### src/rtl/uart_loopback_fifo.sv
// Echo buffer between UART receiver and transmitter: circular byte FIFO filled on
// rx_done and drained one byte per tx_start/tx_busy handshake.
module uart_loopback_fifo #(
    parameter int unsigned DEPTH        = 8,
    parameter int unsigned BUSY_TIMEOUT = 4
) (
    input  logic                   clk,
    input  logic                   rst,
    input  logic [7:0]             rx_data,
    input  logic                   rx_done,
    input  logic                   tx_busy,
    output logic                   tx_start,
    output logic [7:0]             tx_data,
    output logic                   empty,
    output logic                   full,
    output logic [$clog2(DEPTH):0] count,
    output logic                   overflow
);

    localparam int unsigned PW = $clog2(DEPTH);
    localparam int unsigned CW = PW + 1;
    localparam int unsigned TW = (BUSY_TIMEOUT > 1) ? $clog2(BUSY_TIMEOUT) : 1;

    typedef enum logic [1:0] {
        IDLE      = 2'd0,
        WAIT_BUSY = 2'd1,
        WAIT_DONE = 2'd2
    } state_e;

    state_e          state_q, state_d;
    logic [7:0]      mem_q [DEPTH];
    logic [7:0]      mem_d [DEPTH];
    logic [PW-1:0]   wr_ptr_q, wr_ptr_d;
    logic [PW-1:0]   rd_ptr_q, rd_ptr_d;
    logic [CW-1:0]   count_q, count_d;
    logic [TW-1:0]   tmo_q, tmo_d;
    logic            tx_start_q, tx_start_d;
    logic [7:0]      tx_data_q, tx_data_d;
    logic            empty_q, empty_d;
    logic            full_q, full_d;
    logic            overflow_q, overflow_d;
    logic            wr_en_c;
    logic            pop_c;

    // Write side: fullness is judged on the pre-edge count, so a write racing a pop while full is dropped
    always_comb begin
        mem_d    = mem_q;
        wr_ptr_d = wr_ptr_q;
        wr_en_c  = rx_done && !full_q;
        if (wr_en_c) begin
            mem_d[wr_ptr_q] = rx_data;
            wr_ptr_d        = wr_ptr_q + PW'(1);
        end
    end

    // Read FSM: pop in IDLE, then wait for the transmitter to take and finish the byte
    always_comb begin
        state_d    = state_q;
        tmo_d      = tmo_q;
        rd_ptr_d   = rd_ptr_q;
        tx_data_d  = tx_data_q;
        tx_start_d = 1'b0;
        pop_c      = 1'b0;
        case (state_q)
            IDLE: begin
                if (!empty_q && !tx_busy) begin
                    pop_c      = 1'b1;
                    tx_data_d  = mem_q[rd_ptr_q];
                    rd_ptr_d   = rd_ptr_q + PW'(1);
                    tx_start_d = 1'b1;
                    tmo_d      = '0;
                    state_d    = WAIT_BUSY;
                end
            end
            WAIT_BUSY: begin
                // A transmitter that never answers costs the byte, not the pipeline
                if (tx_busy) begin
                    state_d = WAIT_DONE;
                end else if (tmo_q == TW'(BUSY_TIMEOUT - 1)) begin
                    state_d = IDLE;
                end else begin
                    tmo_d = tmo_q + TW'(1);
                end
            end
            WAIT_DONE: begin
                if (!tx_busy) begin
                    state_d = IDLE;
                end
            end
            default: begin
                state_d = IDLE;
            end
        endcase
    end

    // Occupancy and status flags, decoded from the post-edge count
    always_comb begin
        count_d = count_q;
        if (wr_en_c && !pop_c) begin
            count_d = count_q + CW'(1);
        end else if (!wr_en_c && pop_c) begin
            count_d = count_q - CW'(1);
        end
        empty_d    = (count_d == '0);
        full_d     = (count_d == CW'(DEPTH));
        overflow_d = overflow_q | (rx_done & full_q);
    end

    always_ff @(posedge clk) begin
        if (rst) begin
            state_q    <= IDLE;
            wr_ptr_q   <= '0;
            rd_ptr_q   <= '0;
            count_q    <= '0;
            tmo_q      <= '0;
            tx_start_q <= 1'b0;
            tx_data_q  <= 8'h00;
            empty_q    <= 1'b1;
            full_q     <= 1'b0;
            overflow_q <= 1'b0;
        end else begin
            state_q    <= state_d;
            wr_ptr_q   <= wr_ptr_d;
            rd_ptr_q   <= rd_ptr_d;
            count_q    <= count_d;
            tmo_q      <= tmo_d;
            tx_start_q <= tx_start_d;
            tx_data_q  <= tx_data_d;
            empty_q    <= empty_d;
            full_q     <= full_d;
            overflow_q <= overflow_d;
        end
    end

    // Storage contents are don't-care after reset; occupancy is tracked by count
    always_ff @(posedge clk) begin
        mem_q <= mem_d;
    end

    assign tx_start = tx_start_q;
    assign tx_data  = tx_data_q;
    assign empty    = empty_q;
    assign full     = full_q;
    assign count    = count_q;
    assign overflow = overflow_q;

endmodule
### config.mk
export PLATFORM = sky130hd
export DESIGN_NAME = uart_loopback_fifo
export DESIGN_NICKNAME = d
export VERILOG_FILES = /design/src/rtl/uart_loopback_fifo.sv
export SDC_FILE = /design/constraint.sdc
export NUM_CORES = 1
export LEC_CHECK = 0
export BUFFER_PORTS_ARGS = -buffer_cell sky130_fd_sc_hd__buf_2
export CAP_MARGIN = 20
export CORE_AREA = 3 3 82 84
export CTS_CLUSTER_SIZE = 28
export DETAILED_ROUTE_END_ITERATION = 12
export DIE_AREA = 0 0 85 87
export HOLD_SLACK_MARGIN = 0.06
export PLACE_DENSITY_LB_ADDON = 0.3
export SLEW_MARGIN = 40
export SYNTH_ARGS = -nofsm -noshare
export SYNTH_HDL_FRONTEND = slang
export SYNTH_SLANG_ARGS = --single-unit
### constraint.sdc
create_clock -name clk -period 2.6 [get_ports clk]
set_input_delay 0.26 -clock clk [delete_from_list [all_inputs] [get_ports clk]]
set_output_delay 0.26 -clock clk [all_outputs]
set_load 0.02 [all_outputs]
==> flow_summary.json <==
{
  "finalCriticalPeriod_ps": 1822,
  "vdd_ir_drop_max_mv": 0.4759,
  "start_util": 0.5929,
  "cts_setup_buffers": 0,
  "rsz0062_at_grt": "no",
  "insertion_delay_ps": 340,
  "drive_above_1_share": 0.2895,
  "hold_ws_ps": 174.3,
  "clock.fmax_mhz": 548.9,
  "p_leak_nw": 1.395,
  "cts_made_buffers": 9,
  "track_usage": 0.1885,
  "layout.cells.non_filler": 341,
  "mostFrequentLayoutCell": "edfxtp_1",
  "yosysUniqueCellTypes": 37,
  "synth_fp_nets": 239,
  "ant_nets": 0,
  "skew_ps": 5.835,
  "avgSynthCellArea_sq_um": 16.00,
  "arrival_ps": 2060,
  "path_class": "flip-flop to flip-flop",
  "grt_max_degree": 28,
  "dp_hpwl_mm": 4.183,
  "ys_ff_latch": 90,
  "setup_tns_ps": 0,
  "setup_viol": 0,
  "gp_congestion": 0.7556,
  "area_growth_syn_to_layout_pct": 13.95,
  "synth-edff-count": 64,
  "hold_viol": 0,
  "fin_crit_sh": 0.7008,
  "clock-sinks": 90,
  "cts_root_buf": "clkbuf_8",
  "synthMuxAreaShare": 0.1384,
  "path_max_fanout": 6,
  "place_inst": 326,
  "slew_viol_final": 0,
  "multi_input_area_sq_um": 1064,
  "worst_slew_pin_slew_ps": 596.6,
  "drt-pass1-iter-count": 4,
  "start_kind": "flip-flop",
  "htreeDepth": 3,
  "cts_buffer_depth": 2,
  "hold_buffers": 0,
  "num_io_pins": 28,
  "yosysSeqAreaShare": 0.6876,
  "syn_inst": 222,
  "drtIter0Drc": 184,
  "synth-simple-area-share": 0.08383,
  "clk_pin_slew_ps": 80,
  "max-slew-margin-rel": 0.6017,
  "grt_pass1_vias": 1941,
  "yosysWarnings": 0,
  "numPortBuffers": 27,
  "nNetsFinal": 279,
  "status": "finished, final reports clean",
  "wl_per_cell_um": 18.16,
  "max-cap-violations": 0,
  "die_h_um": 87,
  "synth_compound_area_frac": 0.03980,
  "layout_common_cells": "64 x edfxtp_1, 27 x buf_2, 26 x dfxtp_1",
  "core_sq_um": 5991,
  "worstPathRequired_ps": 2840,
  "overflow": 0,
  "drc_errors": 0,
  "fp.dieW_um": 85,
  "viasPerCell": 5.780,
  "cts_tree": "done",
  "cp_slowest_cell": "or4_4",
  "synth-adder-area-share": 0.01761,
  "synth_top_family_by_area": "multiplexers",
  "synth_area_sq_um": 3552,
  "vias": 1971,
  "rows": 28,
  "fillCellCount": 407,
  "end_kind": "flip-flop",
  "synth-xor-area-share": 0.01726,
  "regArea_sq_um": 2442,
  "diodes": 0,
  "min-delay-path-class": "input port to flip-flop",
  "wirelength_mm": 6.191,
  "grt_antenna_before_repair": 0,
  "grt_pass1_wl_mm": 10.21,
  "die-area_sq_um": 7395,
  "cts_resized": 0,
  "synth_top_flop_cell": "edfxtp_1",
  "slowest_delay_ps": 600,
  "ys_async_sr_fraction": 0,
  "path_cells": "or4_4 -> nand2_1 -> o22ai_1 -> mux2_4 -> and3_1",
  "p_per_area_nw_per_um2": 846.0
}
final timing paths:
kind / start / end / slack, ps / cells after the start
worst max-delay path: state_q[1]$_SDFFE_PP0P_ / full$_SDFF_PP0_ / 780 / 5
worst min-delay path: tx_busy / state_q[0]$_SDFFE_PP0P_ / 170 / 2
worst max register to register: state_q[1]$_SDFFE_PP0P_ / full$_SDFF_PP0_ / 780 / 5
worst min register to register: tmo_q[1]$_SDFFE_PP0P_ / tmo_q[1]$_SDFFE_PP0P_ / 460 / 2
state kept, by name (all words and copies together) (netlist names), 2 cells and up:
name,count
state_q,2
rd_ptr_q,3
tmo_q,2
mem_q,64
wr_ptr_q,3
tx_data,8
count,4
worst max-delay path, delay by kind of cell, from the launching register on:
family	cells	cell delay, ps
flops	1	390
simple gates	3	890
compound gates	1	120
mux	1	320
per-stage QoR:
step	power [mW]	area, sq um	util	setup slack (ps)
after floorplan	2.269	3552	-	656.1
after global placement	2.454	3840	0.6410	774.7
after detailed placement	2.480	3840	0.6410	795.5
after CTS	3.459	4048	0.6756	784.1
after global routing	3.613	4048	0.6756	714.5
final	3.424	4048	0.6756	778.0
routing by layer:
metal / wire length, um / GRT usage
met1: 2653 / 0.2500
met5: 0 / 0
met3: 352 / 0.03500
met4: 98 / 0.08489
met2: 3087 / 0.3058
kinds of logic after synthesis:
kind of cell / Yosys count
and+or+nand+nor: 59
adders and majority gates: 5
DFF: 90
AOI/OAI and AO/OA: 20
xor gates and xnor gates: 7
buffers and inverters: 13
muxes: 28
Yosys cell counts (all sizes together), types with 5 or more instances:
library cell	n	area, sq um
nor3	5	30.03
nand2	11	41.29
clkbuf	6	22.52
a211oi	10	75.07
a21oi	5	25.02
mux2i	9	90.09
buf	5	25.03
edfxtp	64	1922
ha	5	62.56
mux4	16	360.4
nor2	26	105.1
dfxtp	26	520.5
where the power goes:
part | internal (mW) | total [mW] | switching, mW
clock network | 0.535 | 0.991 | 0.456
logic | 0.318 | 0.707 | 0.388
registers | 1.64 | 1.73 | 0.0830
area by class of cell:
| class | instances | area share |
|---|---|---|
| flip-flops and latches | 90 | 0.6034 |
| multi-input cells | 119 | 0.2628 |
| repair buffers | 40 | 0.05750 |
| clock buffers | 10 | 0.03153 |
| inverters | 2 | 0.001855 |
| well taps | 75 | 0.02318 |
| clock inverters | 5 | 0.01978 |
No activity file was read; power rests on OpenSTA's default activity.
